<file path="config.mk">
export PLATFORM = sky130hd
export DESIGN_NAME = regfile_wb_writer_flat
export DESIGN_NICKNAME = d
export VERILOG_FILES = /design/src/rtl/regfile_wb_writer_if.sv /design/src/rtl/regfile_wb_writer.sv /design/src/flat_wrapper.sv
export SDC_FILE = /design/constraint.sdc
export NUM_CORES = 2
export LEC_CHECK = 0
export BUFFER_PORTS_ARGS = -buffer_cell sky130_fd_sc_hd__buf_2
export CAP_MARGIN = 20
export CORE_AREA = 3 3 427 429
export CTS_BUF_LIST = sky130_fd_sc_hd__clkbuf_8 sky130_fd_sc_hd__clkbuf_16
export CTS_CLUSTER_SIZE = 14
export DETAILED_ROUTE_END_ITERATION = 16
export DIE_AREA = 0 0 430 432
export PLACE_DENSITY = 0.47
export SLEW_MARGIN = 20
export SYNTH_ARGS = -nofsm -noshare
export SYNTH_HDL_FRONTEND = slang
export SYNTH_SLANG_ARGS = --single-unit
</file>
<file path="constraint.sdc">
create_clock -name clk -period 45.1 [get_ports clk]
set_clock_uncertainty 0.2 [all_clocks]
set_input_delay 4.51 -clock clk [delete_from_list [all_inputs] [get_ports clk]]
set_output_delay 4.51 -clock clk [all_outputs]
set_load 0.1 [all_outputs]
</file>
<file path="src/rtl/regfile_wb_writer_if.sv">
// Write-back request bundle: valid/ready handshake carrying a register write.
// wr_be is present only when RF_BYTE_EN is defined.
interface regfile_wb_writer_if;
  logic        wr_valid;
  logic        wr_ready;
  logic [4:0]  wr_addr;
  logic [31:0] wr_data;
`ifdef RF_BYTE_EN
  logic [3:0]  wr_be;

  modport master (
    output wr_valid,
    output wr_addr,
    output wr_data,
    output wr_be,
    input  wr_ready
  );

  modport slave (
    input  wr_valid,
    input  wr_addr,
    input  wr_data,
    input  wr_be,
    output wr_ready
  );
`else
  modport master (
    output wr_valid,
    output wr_addr,
    output wr_data,
    input  wr_ready
  );

  modport slave (
    input  wr_valid,
    input  wr_addr,
    input  wr_data,
    output wr_ready
  );
`endif
endinterface

</file>
<file path="src/rtl/regfile_wb_writer.sv">
// Write side of the 32x32 register file: queued write-back, one commit per cycle.
// Optional macro RF_BYTE_EN adds per-entry byte enables.
module regfile_wb_writer #(
  parameter int          FIFO_DEPTH = 2,
  parameter logic [31:0] RESET_VAL  = 32'h0000_0000
) (
  input  logic                 clk,
  input  logic                 rst,
  regfile_wb_writer_if.slave   wr,
  input  logic                 wb_hold_i,
  input  logic                 flush_i,
  output logic [1023:0]        rf_flat_o,
  output logic [31:0]          wr_strobe_o,
  output logic                 busy_o
);

  localparam int AW = $clog2(FIFO_DEPTH);
  localparam int CW = AW + 1;

  logic [4:0]    addr_q [FIFO_DEPTH];
  logic [31:0]   data_q [FIFO_DEPTH];
  logic [3:0]    be_q   [FIFO_DEPTH];

  logic [AW-1:0] wptr_q, wptr_d;
  logic [AW-1:0] rptr_q, rptr_d;
  logic [CW-1:0] cnt_q, cnt_d;
  logic [31:0]   strobe_q, strobe_d;

  logic          ready;
  logic          push;
  logic          commit;
  logic [4:0]    head_addr;
  logic [31:0]   head_data;
  logic [3:0]    head_be;
  logic [31:0]   dec;
  logic [3:0]    in_be;

`ifdef RF_BYTE_EN
  assign in_be = wr.wr_be;
`else
  assign in_be = 4'hF;
`endif

  assign ready  = cnt_q < CW'(FIFO_DEPTH);
  assign busy_o = cnt_q != '0;
  assign push   = wr.wr_valid && ready && !flush_i;
  assign commit = busy_o && !wb_hold_i && !flush_i;

  assign wr.wr_ready = ready;

  assign head_addr = addr_q[rptr_q];
  assign head_data = data_q[rptr_q];
  assign head_be   = be_q[rptr_q];
  assign dec       = 32'h1 << head_addr;

  always_comb begin
    wptr_d   = wptr_q;
    rptr_d   = rptr_q;
    cnt_d    = cnt_q;
    strobe_d = '0;
    if (flush_i) begin
      wptr_d = '0;
      rptr_d = '0;
      cnt_d  = '0;
    end else begin
      if (push) begin
        wptr_d = wptr_q + AW'(1);
      end
      if (commit) begin
        rptr_d   = rptr_q + AW'(1);
        strobe_d = dec;
      end
      cnt_d = cnt_q + CW'(push) - CW'(commit);
    end
  end

  always_ff @(posedge clk or posedge rst) begin
    if (rst) begin
      wptr_q   <= '0;
      rptr_q   <= '0;
      cnt_q    <= '0;
      strobe_q <= '0;
    end else begin
      wptr_q   <= wptr_d;
      rptr_q   <= rptr_d;
      cnt_q    <= cnt_d;
      strobe_q <= strobe_d;
    end
  end

  // Payload storage needs no reset: occupancy is tracked by cnt_q.
  always_ff @(posedge clk) begin
    if (push) begin
      addr_q[wptr_q] <= wr.wr_addr;
      data_q[wptr_q] <= wr.wr_data;
      be_q[wptr_q]   <= in_be;
    end
  end

  assign wr_strobe_o     = strobe_q;
  assign rf_flat_o[31:0] = 32'h0;

  for (genvar g = 1; g < 32; g++) begin : g_reg
    logic [31:0] r_q;

    always_ff @(posedge clk or posedge rst) begin
      if (rst) begin
        r_q <= RESET_VAL;
      end else if (commit && dec[g]) begin
        for (int b = 0; b < 4; b++) begin
          if (head_be[b]) begin
            r_q[8*b +: 8] <= head_data[8*b +: 8];
          end
        end
      end
    end

    assign rf_flat_o[32*g +: 32] = r_q;
  end

endmodule

</file>
<file path="src/flat_wrapper.sv">
// flat-port wrapper written by rule: the top's interface ports become plain ports
module regfile_wb_writer_flat 
#(
  parameter int          FIFO_DEPTH = 2,
  parameter logic [31:0] RESET_VAL  = 32'h0000_0000
)
  (clk, rst, wb_hold_i, flush_i, rf_flat_o, wr_strobe_o, busy_o, wr_wr_valid, wr_wr_addr, wr_wr_data, wr_wr_ready);
  regfile_wb_writer_if wr_i ();
  input  logic clk;
  input  logic rst;
  input  logic wb_hold_i;
  input  logic flush_i;
  output logic [1023:0] rf_flat_o;
  output logic [31:0] wr_strobe_o;
  output logic busy_o;
  input wire logic [$bits(wr_i.wr_valid)-1:0] wr_wr_valid;
  input wire logic [$bits(wr_i.wr_addr)-1:0] wr_wr_addr;
  input wire logic [$bits(wr_i.wr_data)-1:0] wr_wr_data;
  output wire logic [$bits(wr_i.wr_ready)-1:0] wr_wr_ready;
  assign wr_i.wr_valid = wr_wr_valid;
  assign wr_i.wr_addr = wr_wr_addr;
  assign wr_i.wr_data = wr_wr_data;
  assign wr_wr_ready = wr_i.wr_ready;
  regfile_wb_writer #(.FIFO_DEPTH(FIFO_DEPTH), .RESET_VAL(RESET_VAL)) u_core (.clk(clk), .rst(rst), .wr(wr_i), .wb_hold_i(wb_hold_i), .flush_i(flush_i), .rf_flat_o(rf_flat_o), .wr_strobe_o(wr_strobe_o), .busy_o(busy_o));
endmodule
</file>
* Word-level counts from Yosys, hierarchy flattened *
Memories as Yosys holds them, arrays and structs flattened.
Cells that the tools add are included.

cells by class
  $lt $le $gt $ge = 1
  reduce and logical (&&, ||, !) cells = 164
  shift-type cells = 1
  muxes and demuxes = 9
  $add $sub $neg = 4

operators by type and width
  kind                                                                count
  2-bit AND reduction                                                 124
  32-bit two-way mux                                                  2
  1-bit logical AND                                                   35
  1-bit by 5-bit << shifter with 32-bit output, first input constant  1
  1-bit two-way mux                                                   6
  2-bit nonzero test                                                  3
  1-bit adder, second input constant                                  2
  2-bit by 1-bit adder with 2-bit output                              1
  1-bit logical NOT                                                   2
  2-bit < comparator, second input constant                           1
  2-bit two-way mux                                                   1
  2-bit by 1-bit subtractor with 2-bit output                         1

word-level totals
  word-level logic and storage cells = 309
  memories kept = 2
  register bits = 1028
  RAM bits = 74
  output and inout bits = 1058
  bits of input ports = 42

memory list
  name           words  width  read ports  clocked after memory_dff  write ports  line                     source
  u_core.data_q  2      32     1           0                         1            regfile_wb_writer.sv:21  logic [31:0] data_q [FIFO_DEPTH];
  u_core.addr_q  2      5      1           0                         1            regfile_wb_writer.sv:20  logic [4:0] addr_q [FIFO_DEPTH];

* Logic depth before layout (Yosys ltp) *
  depth in word-level cells = 6
  gate-level depth with buffers = 8
  gate-level depth less buffers = 8

* Least setup slack after synthesis *
Ideal clock, no wire load.

  path kind = input port to flip-flop
  start = input port wr_wr_valid
  end = memory u_core.addr_q[0][0] (enable)
  arrival time = 6.563 ns
  setup time = 0.436 ns
  stages = 3
  setup slack = 37.901 ns
  path buffers = 0
  cells stage by stage = nor2b_1 > nor2b_1 > nor2b_1

between the ends
  cells in the longest elaborated chain, start to end = 4

ends and longest elaborated chain
  item                                     line                     source
  start, declared                          flat_wrapper.sv:16       input wire logic [$bits(wr_i.wr_valid)-1:0] wr_wr_valid;
  1-bit logical AND (2 in series)          regfile_wb_writer.sv:46  assign push = wr.wr_valid && ready && !flush_i;
  1-bit two-way mux                        n/a
  1-bit two-way mux (not written as such)  regfile_wb_writer.sv:94  addr_q[wptr_q] <= wr.wr_addr;
  end, declared                            regfile_wb_writer.sv:20

Every way passes these cells.

==> impl_metrics.yaml <==
run_status:
  status: "completed"
layout:
  syn2layout_area_growth_pct: 28.8
  final-instance-count-excl-fill: 5953
  fillerInstances: 18136
  regArea_um2: 28000
  multi_input_area_um2: 12600
  nets: 3533
  drive_above_1_share_pct: 64.9
floorplanning:
  initial_core_util_pct: 23.2
  die_area_um2: 186000
  rows: 155
  ios: 1100
  die_height_um: 432
  core-area_um2: 179000
  die_w_um: 430
clock_tree:
  clock_latency_ps: 770
  numCtsBuffers: 130
  clk_path_buf_depth: 3
  h-tree-depth: 4
  clock-sinks: 1102
  post_cts_buffers: 0
  cts_hold_buf: 0
  cts_tree: "yes"
  path_clk_slew_ps: 60
  cts-root-buf: "clkbuf_16"
  ctsResizeCount: 0
setup_path:
  slowest_delay_ps: 850
  critPathBufInv: 6
  cp.depth: 6
  crit_end: "u_core.g_reg[10].r_q[13]"
  r2r_end: "u_core.g_reg[25].r_q[4]"
  worstPathCellList: "buf_2 > inv_8 > buf_4 > buf_4 > buf_4 > buf_4"
  start_kind: "primary input"
  crit_top_cell: "buf_4"
  startpoint: "rst"
  path_class: "in2async"
  worstSetupEndpointType: "asynchronous set/reset pin"
  timing.rr.start: "u_core.rptr_q"
  reg2reg_slack_ps: 41090
  cp_top_family: "buffers and inverters"
  worstPathMaxFanout: 115
  r2r_cells: 4
  cp_slowest_cell: "buf_4"
  cp.required_ps: 45660
  arrival_ps: 8570
sta:
  max_freq_ghz: 0.125
  relSlewSlack_pct: 23.1
  fin_setup_tns_ps: 0
  worst_pin_slew_ps: 1150
  rsz0062_at_grt: "no"
  final_hold_viol_count: 0
  post-route-period-util_pct: 17.8
  maxSlewViolCount: 0
  final-setup-viol-count: 0
  finalCriticalPeriod_ps: 8010
  final.setup.worst_slack_ps: 37090
global_routing:
  top_usage_layer: "met2"
  use_met2_pct: 30.3
  met3_usage_pct: 4.44
  grt_usage_pct: 16.8
  antenna_found_initial: 31
  grt_max_degree: 152
  grt_first_pass_wirelength_mm: 218
  first_global_vias: 25937
  use_met1_pct: 19.0
  overflow: 0
power_and_ir_drop:
  total_power_uw: 3810
  p_sw_uw: 1860
  ir_drop_uv: 33.5
  p_leak_uw: 0.0295
  pwr-share-seq_pct: 32.0
  internal-power_uw: 1950
  p_per_area_nw_per_um2: 71.5
  sw_frac_of_total_pct: 48.7
  pwr-share-clk_pct: 26.9
  p_comb_share_pct: 41.1
worst_hold_path:
  hp-class: "reg2reg"
place:
  pre_cts_ws_ps: 36110
  dp_hpwl_mm: 107
  gp_congestion: 0.753
  portBuffers: 1067
  dp.cells: 5712
route:
  routed_wl_mm: 161
  drcViolationCount: 0
  drt-pass1-iter-count: 4
  ant_nets: 0
  drt_iter0_markers: 953
  wl_per_cell_um: 27.0
  num_vias: 25381
  vias_per_cell: 4.26
yosys:
  netlist_area_um2: 41400
  ys_seq_area_share_pct: 67.5
  syn_avg_cell_area_um2: 16.7
  yosysWarnings: 0
  yosysUniqueCellTypes: 33
  ys_ff_latch: 1102
  syn-instance-count: 2474
flow_run:
  max-cap-violations: 0
-- cells in the mapped netlist (all sizes together) --
| library cell | number | area share, % |
|---|---|---|
| dfrtp | 1028 | 62 |
| mux2 | 1024 | 28 |
| buf | 133 | 1.8 |
| clkbuf | 103 | 0.93 |
| edfxtp | 74 | 5.4 |
| inv | 34 | 0.31 |
| nand3 | 30 | 0.60 |
| nor2b | 7 | 0.11 |
| nor2 | 6 | 0.054 |
| a22o | 4 | 0.085 |
| nand2 | 4 | 0.036 |
| o32ai | 4 | 0.19 |
| and3 | 3 | 0.045 |
| nand2b | 3 | 0.045 |
| xnor2 | 3 | 0.064 |
| a32o | 2 | 0.048 |
| ha | 2 | 0.060 |
| o22ai | 2 | 0.045 |
| and2 | 1 | 0.015 |
| conb | 1 | 0.0091 |
| mux2i | 1 | 0.024 |
| nor3 | 1 | 0.024 |
| nor3b | 1 | 0.018 |
| o21ai | 1 | 0.021 |
| o21bai | 1 | 0.018 |
| xor2 | 1 | 0.021 |
-- power groups by stage --
stage / logic, uW / registers [uW] / clock network (uW)
final: 1570 / 1220 / 1020
after global routing: 1600 / 1240 / 1100
after CTS: 1580 / 1220 / 1060
after detailed placement: 1580 / 1240 / 0
after global placement: 1580 / 1230 / 0
after floorplan: 218 / 2280 / 0
-- cells in the final DEF (no fill, tap or decap), drive strengths merged, types with 3 or more instances in the layout --
cell type and count:
clkbuf 154, o32ai 4, conb 32, diode 12, mux2 1024, inv 86
nor2b 7, nand2b 3, and3 3, buf 1088, dfrtp 1028, nand2 4
a22o 4, xnor2 3, edfxtp 74, nor2 6, bufinv 4, nand3 30
clkinv 17
-- state kept, by name (all words and copies together), names as in the netlist --
register,flops
u_core.addr_q,10
u_core.cnt_q,2
u_core.data_q,64
u_core.g.r_q,992
u_core.rptr_q,1
u_core.wptr_q,1
u_core.wr_strobe_o,32
-- routing by layer --
| layer | up-vias | wire length, um | share of wire [%] |
|---|---|---|---|
| met5 | - | 62 | 0.039 |
| met4 | 10 | 5680 | 3.5 |
| met3 | 257 | 9010 | 5.6 |
| met2 | 784 | 84400 | 52 |
| met1 | 13652 | 61600 | 38 |
| li1 | 10678 | - | - |
-- how the worst min path moves through the flow --
stage | startpoint | to | slack (ps) | depth (start not counted)
after floorplan | u_core.wptr_q | u_core.wptr_q | 320 | 2
after global placement | u_core.g_reg[17].r_q[25] | u_core.g_reg[17].r_q[25] | 270 | 1
after detailed placement | u_core.g_reg[17].r_q[30] | u_core.g_reg[17].r_q[30] | 280 | 1
after CTS | u_core.g_reg[17].r_q[30] | u_core.g_reg[17].r_q[30] | 290 | 1
after global routing | u_core.g_reg[24].r_q[9] | u_core.g_reg[24].r_q[9] | 300 | 1
final | u_core.g_reg[17].r_q[26] | u_core.g_reg[17].r_q[26] | 290 | 1
-- layout make-up --
type	instances	share of cell area, %
Tap cell	2355	5.53
Timing Repair Buffer	1088	10.4
Clock inverter	75	1.03
Inverter	34	0.253
Antenna cell	12	0.0563
Clock buffer	154	6.76
Sequential cell	1102	52.4
Multi-Input combinational cell	1133	23.6
-- cells by family (layout without fill, tap and decap cells) --
family | count (synthesis) | count (layout) | share of synthesized area, %
other | 1 | 44 | 0.00906
DFF | 1102 | 1102 | 67.5
muxes | 1025 | 1025 | 27.9
xor gates and xnor gates | 4 | 4 | 0.0847
adders and majority gates | 2 | 2 | 0.0605
buffers and inverters | 270 | 1351 | 3.05
AOI/OAI and AO/OA | 14 | 14 | 0.411
and+or+nand+nor | 56 | 56 | 0.950
-- worst reg2reg max path: stages (launching register included) --
cell     delay (ps)
dfrtp_4         990
nand2_1         210
o22ai_2         730
nand3_4        1030
mux2_2          730
-- stage by stage --
step,util (%),hold slack (ps),instance area [um^2]
after CTS,29.8,289,53300
after detailed placement,27.5,276,49100
after global routing,29.8,301,53300
after global placement,27.5,269,49100
final,29.8,287,53300
after floorplan,-,324,41500
No activity file was read; power rests on OpenSTA's default activity.
